File: src/rtl/ucode_sequencer.sv
// Micro-program sequencer: dispatches macro opcodes into microcode and steps a synchronous ROM.
// Define MSEQ_WATCHDOG_EN to add the per-instruction step watchdog and mpc-wrap error (seq_err).
module ucode_sequencer #(
  parameter int unsigned MINST_WIDTH = 44,
  parameter int unsigned MPC_WIDTH   = 8,
  parameter int unsigned OPC_WIDTH   = 5,
  parameter int unsigned WDOG_LIMIT  = 64
) (
  input  logic                   clk,
  input  logic                   rst,
  input  logic                   instr_valid,
  output logic                   instr_ready,
  input  logic [OPC_WIDTH-1:0]   inst_type,
  output logic                   rom_en,
  output logic [MPC_WIDTH-1:0]   rom_addr,
  input  logic [MINST_WIDTH-1:0] rom_rdata,
  output logic [MINST_WIDTH-1:0] minstr_out,
  output logic                   minstr_valid,
  input  logic                   is_branch_md,
  input  logic [MPC_WIDTH-1:0]   mbranch_target_md,
  input  logic                   cond_flag,
  input  logic                   stall,
  output logic                   instr_done,
  output logic                   seq_err
);

  typedef enum logic [1:0] {StIdle, StFetch, StExec} state_e;

  localparam logic [2:0] MtEnd = 3'b111;
  localparam logic [2:0] MtBr  = 3'b100;
  localparam logic [2:0] MtCbr = 3'b011;

  state_e               r_state, w_state_nxt;
  logic [MPC_WIDTH-1:0] r_mpc, w_mpc_nxt, w_mpc_inc, w_dispatch_pc;
  logic [2:0]           w_mt;
  logic                 w_advance, w_end, w_take_br, w_wrap, w_wdog_trip;

  assign w_mt          = rom_rdata[MINST_WIDTH-1 -: 3];
  assign w_end         = (w_mt == MtEnd);
  // The micro-op type field alone decides branching; decoder's is_branch_md is advisory only.
  assign w_take_br     = (w_mt == MtBr) || ((w_mt == MtCbr) && cond_flag);
  assign w_mpc_inc     = r_mpc + 1'b1;
  assign w_dispatch_pc = MPC_WIDTH'({inst_type, 3'b000});
  assign w_advance     = (r_state == StExec) && !stall;
  assign w_wrap        = w_advance && !w_end && !w_take_br && (r_mpc == '1);
  assign rom_addr      = r_mpc;

`ifdef MSEQ_WATCHDOG_EN
  localparam int unsigned StepW = $clog2(WDOG_LIMIT + 1);

  logic [StepW-1:0] r_steps, w_steps_inc;
  logic             r_seq_err;
  logic             w_unused_sig;

  assign w_steps_inc  = r_steps + 1'b1;
  assign w_wdog_trip  = w_advance && !w_end && (32'(w_steps_inc) >= WDOG_LIMIT);
  assign seq_err      = r_seq_err;
  assign w_unused_sig = is_branch_md;

  always_ff @(posedge clk or posedge rst) begin
    if (rst) begin
      r_steps   <= '0;
      r_seq_err <= 1'b0;
    end else begin
      if ((r_state == StIdle) && instr_valid) begin
        r_steps <= '0;
      end else if (w_advance) begin
        r_steps <= w_steps_inc;
      end
      if (w_wdog_trip || w_wrap) begin
        r_seq_err <= 1'b1;
      end
    end
  end
`else
  logic w_unused_sig;

  assign w_wdog_trip  = 1'b0;
  assign seq_err      = 1'b0;
  assign w_unused_sig = ^{is_branch_md, w_wrap, 32'(WDOG_LIMIT)};
`endif

  always_ff @(posedge clk or posedge rst) begin
    if (rst) begin
      r_state <= StIdle;
      r_mpc   <= '0;
    end else begin
      r_state <= w_state_nxt;
      r_mpc   <= w_mpc_nxt;
    end
  end

  always_comb begin
    w_state_nxt  = r_state;
    w_mpc_nxt    = r_mpc;
    instr_ready  = 1'b0;
    rom_en       = 1'b0;
    minstr_valid = 1'b0;
    minstr_out   = '0;
    instr_done   = 1'b0;
    unique case (r_state)
      StIdle: begin
        instr_ready = 1'b1;
        if (instr_valid) begin
          w_mpc_nxt   = w_dispatch_pc;
          w_state_nxt = StFetch;
        end
      end
      StFetch: begin
        rom_en      = 1'b1;
        w_state_nxt = StExec;
      end
      StExec: begin
        minstr_valid = 1'b1;
        minstr_out   = rom_rdata;
        if (!stall) begin
          if (w_end) begin
            instr_done  = 1'b1;
            w_state_nxt = StIdle;
          end else if (w_wdog_trip) begin
            w_state_nxt = StIdle;
          end else begin
            w_state_nxt = StFetch;
            w_mpc_nxt   = w_take_br ? mbranch_target_md : w_mpc_inc;
          end
        end
      end
      default: w_state_nxt = StIdle;
    endcase
  end

endmodule

File: config.mk
export PLATFORM = sky130hd
export DESIGN_NAME = ucode_sequencer
export DESIGN_NICKNAME = d
export VERILOG_FILES = /design/src/rtl/ucode_sequencer.sv
export SDC_FILE = /design/constraint.sdc
export NUM_CORES = 1
export LEC_CHECK = 0
export BUFFER_PORTS_ARGS = -buffer_cell sky130_fd_sc_hd__buf_2
export CORE_MARGIN = 8
export CORE_UTILIZATION = 34
export DETAILED_ROUTE_END_ITERATION = 16
export GPL_ROUTABILITY_DRIVEN = 1
export HOLD_SLACK_MARGIN = 0.1
export PLACE_DENSITY = 0.81
export REMOVE_ABC_BUFFERS = 1
export SETUP_SLACK_MARGIN = 0.4
export SYNTH_ARGS = -nofsm -noshare
export SYNTH_HDL_FRONTEND = slang
export SYNTH_SLANG_ARGS = --single-unit
File: constraint.sdc
create_clock -name clk -period 2.2 [get_ports clk]
set_input_delay 0.22 -clock clk [delete_from_list [all_inputs] [get_ports clk]]
set_output_delay 0.22 -clock clk [all_outputs]
set_load 0.1 [all_outputs]
==> results.ini, run 1 <==
[detailed_routing]
viasPerCell=5.285
first_iter_violations=128
wl_per_cell_um=21.28
routed-via-count=1522
wl_um=6129
drc_errors=0
ant_nets=0
first_pass_iters=4

[logic_synthesis]
yosysTopAreaCell=and2_1
yosys_warnings=0
netlist_area_mm2=0.001044
seq_area_frac_synth_pct=23.98
synth_edf_count=0
synth_async_sr_flop_share_pct=100.0
postSynthCellCount=133
synth_top_area_share_pct=26.98
synth_cell_types=32
synth.avg_cell_area_um2=7.846
netlist_top_cells_area=and2_1 (27%), dfrtp_1 (24%), nand2_1 (4.3%)
yosys_register_bits=10
ys.flop_type=dfrtp_1

[hold_path]
min_path_type=input pin to flip-flop

[layout]
syn_to_final_growth_pct=132.6
nets=319
seq_area_um2=251.5
multiInputGateArea_um2=724.4
drive_above_1_share_pct=56.13
layout_common_cells=buf_2 (71), buf_12 (46), and2_1 (44)
stdcell_area_mm2=0.002427
fillers=151
layout_commonest_cell=buf_2

[clock_tree]
cts_buffers=3
cts_tree=yes
cts-htree-levels=1
clock-sinks=10
cts_root_buffer=clkbuf_4
clkTransAtPathRegs_ns=0.06
clock_path_buffers=2
clock_latency_ns=0.26

[critical_path]
crit_path_cell_trace=buf_4, and2b_2, buf_2
cp_data_arrival_time_ns=1.53
crit_slowest_cell=buf_2
reg2regPathDepth=6
cp_max_fo=5
endpoint=rom_en
worst_setup_path_start_kind=flip-flop
required_ns=1.98
r2r_setup_slack_ns=0.50
endpoint_kind=output port
startpoint=r_state[1]
r2r_end=rom_addr[7]
cpPeakStageDelay_ns=0.44
path_class=flip-flop to output port
crit-reg2reg-launch=r_state[1]

[sta]
maxSlewHeadroom_pct=65.94
fmax_ghz=0.5703
finalHoldViolations=0
grt_setup_unrepaired=false
period_share_pct=79.70
worst_pin_slew_ns=0.5145
finClkSkew_ns=0.003133
setup-violations-final=0
finalSetupTns_ns=0
finalMaxSlewViolations=0
period_minus_slack_ns=1.753

[die]
ioPinCount=120
die_w_um=71.40
placement_rows=20
initial_utilization_pct=35.04
dieArea_mm2=0.005098
die_h_um=71.40
coreArea_mm2=0.002978

[grt]
grt.overflow.total=0
antenna_found_initial=2
grt_usage_pct=22.69
grt_max_degree=24
grt_pass1_vias=1489
grt_pass1_wl_um=8928

[run_status]
status=finished clean

[placed_design]
dp.final_hpwl_um=5030
placed_area_mm2=0.002331
gp_congestion=0.8875
port_buffers=117

[job]
timing.max_cap.violations=0

stage by stage:
stage / setup slack (ns) / util [%] / cells / hold slack (ns)
final: 0.4467 / 81.51 / 288 / 0.2316
after global routing: 0.4120 / 81.51 / 288 / 0.2415
after CTS: 0.4156 / 81.01 / 286 / 0.2317
after detailed placement: 0.4039 / 78.28 / 277 / 0.2115
after global placement: 0.4615 / 78.28 / 277 / 0.2124
after floorplan: -1.687 / - / 123 / 0.06018
logic make-up (layout without fill, tap and decap cells):
family,Yosys count,count (layout),synth area share (%)
AND/OR/NAND/NOR,82,82,45.92
XOR/XNOR,2,2,1.679
buffers and inverters,15,135,7.553
adder cells (fa/ha/maj),1,1,1.199
AO/OA/AOI/OAI,20,20,17.39
multiplexers,2,2,1.919
flip-flops,10,10,23.98
other,1,3,0.3594
worst min-delay path by stage:
stage / from / end / slack (ns) / cells past startpoint
after detailed placement: rst / rom_addr[3] / 0.21 / 2
after global routing: mbranch_target_md[0] / rom_addr[0] / 0.24 / 3
after CTS: mbranch_target_md[2] / rom_addr[2] / 0.23 / 3
after global placement: rst / rom_addr[0] / 0.21 / 2
final: mbranch_target_md[0] / rom_addr[0] / 0.23 / 3
after floorplan: rst / r_state[0] / 0.06 / 1
sequential cells by signal, summed over array words and instances, names as in the netlist:
name and count:
rom_addr 8, r_state 2
metal layers:
layer  global-route usage, %  part of all wire, %  vias to the layer above
li1                        -                    -                      691
met1                   24.15                   36                      683
met2                   38.98                   49                      124
met3                   8.089                   10                       24
met4                   10.62                  4.5                        0
met5                       0                    0                        -
synthesized netlist by cell type (2+ instances only):
cell / instances
or3_1: 3
nand3_1: 8
xnor2_1: 2
and2_1: 45
buf_2: 3
a41oi_2: 2
buf_6: 2
clkbuf_1: 4
nand4_1: 3
nand2_1: 12
o22a_2: 3
nor2_1: 5
dfrtp_1: 10
a311oi_1: 3
o21ai_0: 4
a21oi_1: 3
inv_1: 5
mux2i_1: 2
repair_timing:
item / in CTS / in global routing
hold buffers: 1 / 0
buffers inserted: 5 / 0
setup endpoints to repair: 44 / 42
resized for setup: 5 / 2
pin swaps: 1 / 0
endpoints found under the hold margin: 10 / 0
critical path, delay by kind of cell, from the launching register on:
family / cells / cell delay [ns]
flops: 1 / 0.43
buf+inv: 2 / 0.60
simple gates: 1 / 0.23
final cells by class:
cell class	instances	share of cell area, %
Inverter	5	0.8763
Sequential cell	10	10.36
Timing Repair Buffer	127	56.08
Clock buffer	3	0.9278
Antenna cell	2	0.2062
Multi-Input combinational cell	108	29.85
Tap cell	33	1.701
Power of run 1 is not shown: default switching activity piles up to over one toggle a cycle in this logic, so the estimate is an artifact.
==> inputs of run 2 (changes only) <==
Settings changed: CORE_UTILIZATION 34 to 30, PLACE_DENSITY 0.81 to 0.76.
Clock period 2.2 ns to 1.5 ns, I/O delays scaled along.
==> run 2 against run 1 <==
Compared with the run above: the run now ends with negative setup slack left; non-clock buffer count increased by 15; final area increased by 21%; core utilization increased by 6.8 points; highest routed layer unchanged.
==> results.ini, run 2 (synthesis results as in run 1) <==
[run_status]
status=finished with violations
violations=negative setup slack

[grt]
use_met3_pct=7.324
gr-max-usage-layer=met2
grt_pass1_vias=1803
grt_pass1_wl_um=11010
grt.overflow.total=0
grt_max_degree=33
use_met2_pct=48.75
grt_usage_pct=26.48
met1_usage_pct=26.87
antenna_found_initial=1

[layout]
fillers=140
nets=334
stdcell_area_mm2=0.002945
drive_above_1_share_pct=76.95
layout_common_cells=buf_2 (61), buf_12 (57), and2_4 (44)
syn_to_final_growth_pct=182.3
largest_register_ffs=8
layout_commonest_cell=buf_2

[die]
dieArea_mm2=0.005621
die_h_um=74.98
die_w_um=74.98
initial_utilization_pct=31.27
placement_rows=21
coreArea_mm2=0.003337
ioPinCount=120

[critical_path]
worst_setup_path_start_kind=flip-flop
cp_data_arrival_time_ns=1.84
required_ns=1.66
cp_max_fo=5
path_class=flip-flop to flip-flop
endpoint_kind=flip-flop

[pwr]
power_density_mw_per_mm2=2835
power.share.clock_pct=3.1
comb_power_share_pct=89.9
power.internal_mw=3.446
power.switching_mw=4.905
pwr-share-seq_pct=7.0
switching_share_pct=58.73
ir_drop_mv=1.631
leakagePower_nw=1.371

[sta]
period_minus_slack_ns=1.678
grt_setup_unrepaired=true
holdWs_ns=0.1655
fmax_ghz=0.5958
period_share_pct=111.9
worst_slack_ns=-0.1785
setup-violations-final=54
finClkSkew_ns=0.01026
finalMaxSlewViolations=0
finalHoldViolations=0

[clock_tree]
clock_latency_ns=0.27
cts_buffers=3
cts-htree-levels=1
clkTransAtPathRegs_ns=0.09
cts_root_buffer=clkbuf_4
clock-sinks=10
clock_path_buffers=2
cts_tree=yes

[detailed_routing]
routed-via-count=1695
wl_per_cell_um=25.93
wl_um=8219
viasPerCell=5.347
drc_errors=0
ant_nets=0
first_pass_iters=4
first_iter_violations=139

[placed_design]
gp_congestion=0.8704
placed_area_mm2=0.002485
port_buffers=117
dp.final_hpwl_um=4997

[hold_path]
min_path_type=input pin to flip-flop

[job]
timing.max_cap.violations=0

## run 2: cell count changes in the layout (fill, tap and decap cells not counted), moves of 3 or more
cell and delta:
buf_4 +3, buf_2 -10, dfrtp_1 -3, buf_8 +3, and2_4 +43, buf_12 +11
buf_6 +6, and2_1 -43, dfrtp_2 +3
## run 2: final timing paths
path	startpoint	cells after the start	slack [ns]	endpoint
worst max-delay path	r_state[1]	7	-0.18	rom_addr[6]
worst min-delay path	mbranch_target_md[0]	3	0.17	rom_addr[0]
worst max register to register	r_state[1]	7	-0.18	rom_addr[6]
worst min register to register	rom_addr[5]	1	0.61	rom_addr[5]
max in group asynchronous	rst	3	0.76	r_state[1]
min in group asynchronous	rst	3	0.41	rom_addr[6]
## run 2: area by class of cell
cell class              instances  area (µm²)  share of cell area [%]
clock buffers                   4       36.28                   1.232
well taps                      46       57.56                   1.954
multi-input cells             108       848.3                   28.80
flip-flops and latches         10       255.2                   8.666
diodes                          2       5.005                  0.1699
repair buffers                142        1719                   58.37
inverters                       5       23.77                  0.8071
## run 2: power groups by stage
| stage | registers, mW | logic [mW] | clock network [mW] |
|---|---|---|---|
| 6_report | 0.587 | 7.50 | 0.260 |
| 5_1_grt | 0.603 | 7.67 | 0.277 |
| 4_1_cts | 0.534 | 7.02 | 0.255 |
| 3_5_place_dp | 0.511 | 6.22 | 0 |
| 3_3_place_gp | 0.498 | 6.14 | 0 |
| 2_1_floorplan | 1.23 | 3.20 | 0 |
## run 2: critical path, cell delays in order, from the launching register on
cell and delay (ns):
dfrtp_2 0.47, buf_4 0.16, and4_4 0.15, a2111oi_4 0.20
buf_6 0.19, clkbuf_16 0.14, nand2_1 0.05, o22a_2 0.20
## run 2: repair_timing
item / 4_1_cts / 5_1_grt
gates resized for setup: 76 / 22
hold buffers: 1 / 0
hold endpoints to repair: 10 / 0
endpoints found under the setup margin: 66 / 66
setup buffers: 4 / 3
cloned: 1 / 1
pin swaps: 2 / 1
## run 2: metal layers
| layer | vias up | share of wire (%) | wire length (µm) |
|---|---|---|---|
| li1 | 727 | - | - |
| met5 | - | 0 | 0 |
| met2 | 129 | 51 | 4224 |
| met3 | 26 | 12 | 952 |
| met1 | 813 | 33 | 2730 |
| met4 | 0 | 3.8 | 312 |
## run 2: per-stage QoR
step | setup TNS (ns) | total power [mW] | utilization (%) | instances | setup slack, ns
after global placement | 0 | 6.635 | 74.47 | 301 | 0.02135
after CTS | -2.797 | 7.806 | 84.70 | 311 | -0.08489
after global routing | -7.366 | 8.552 | 88.19 | 316 | -0.2051
final | -5.432 | 8.351 | 88.26 | 317 | -0.1785
after floorplan | -65.87 | 4.432 | - | 123 | -2.317
after detailed placement | -0.1683 | 6.732 | 74.47 | 301 | -0.04423
No activity file was read; power rests on OpenSTA's default activity.
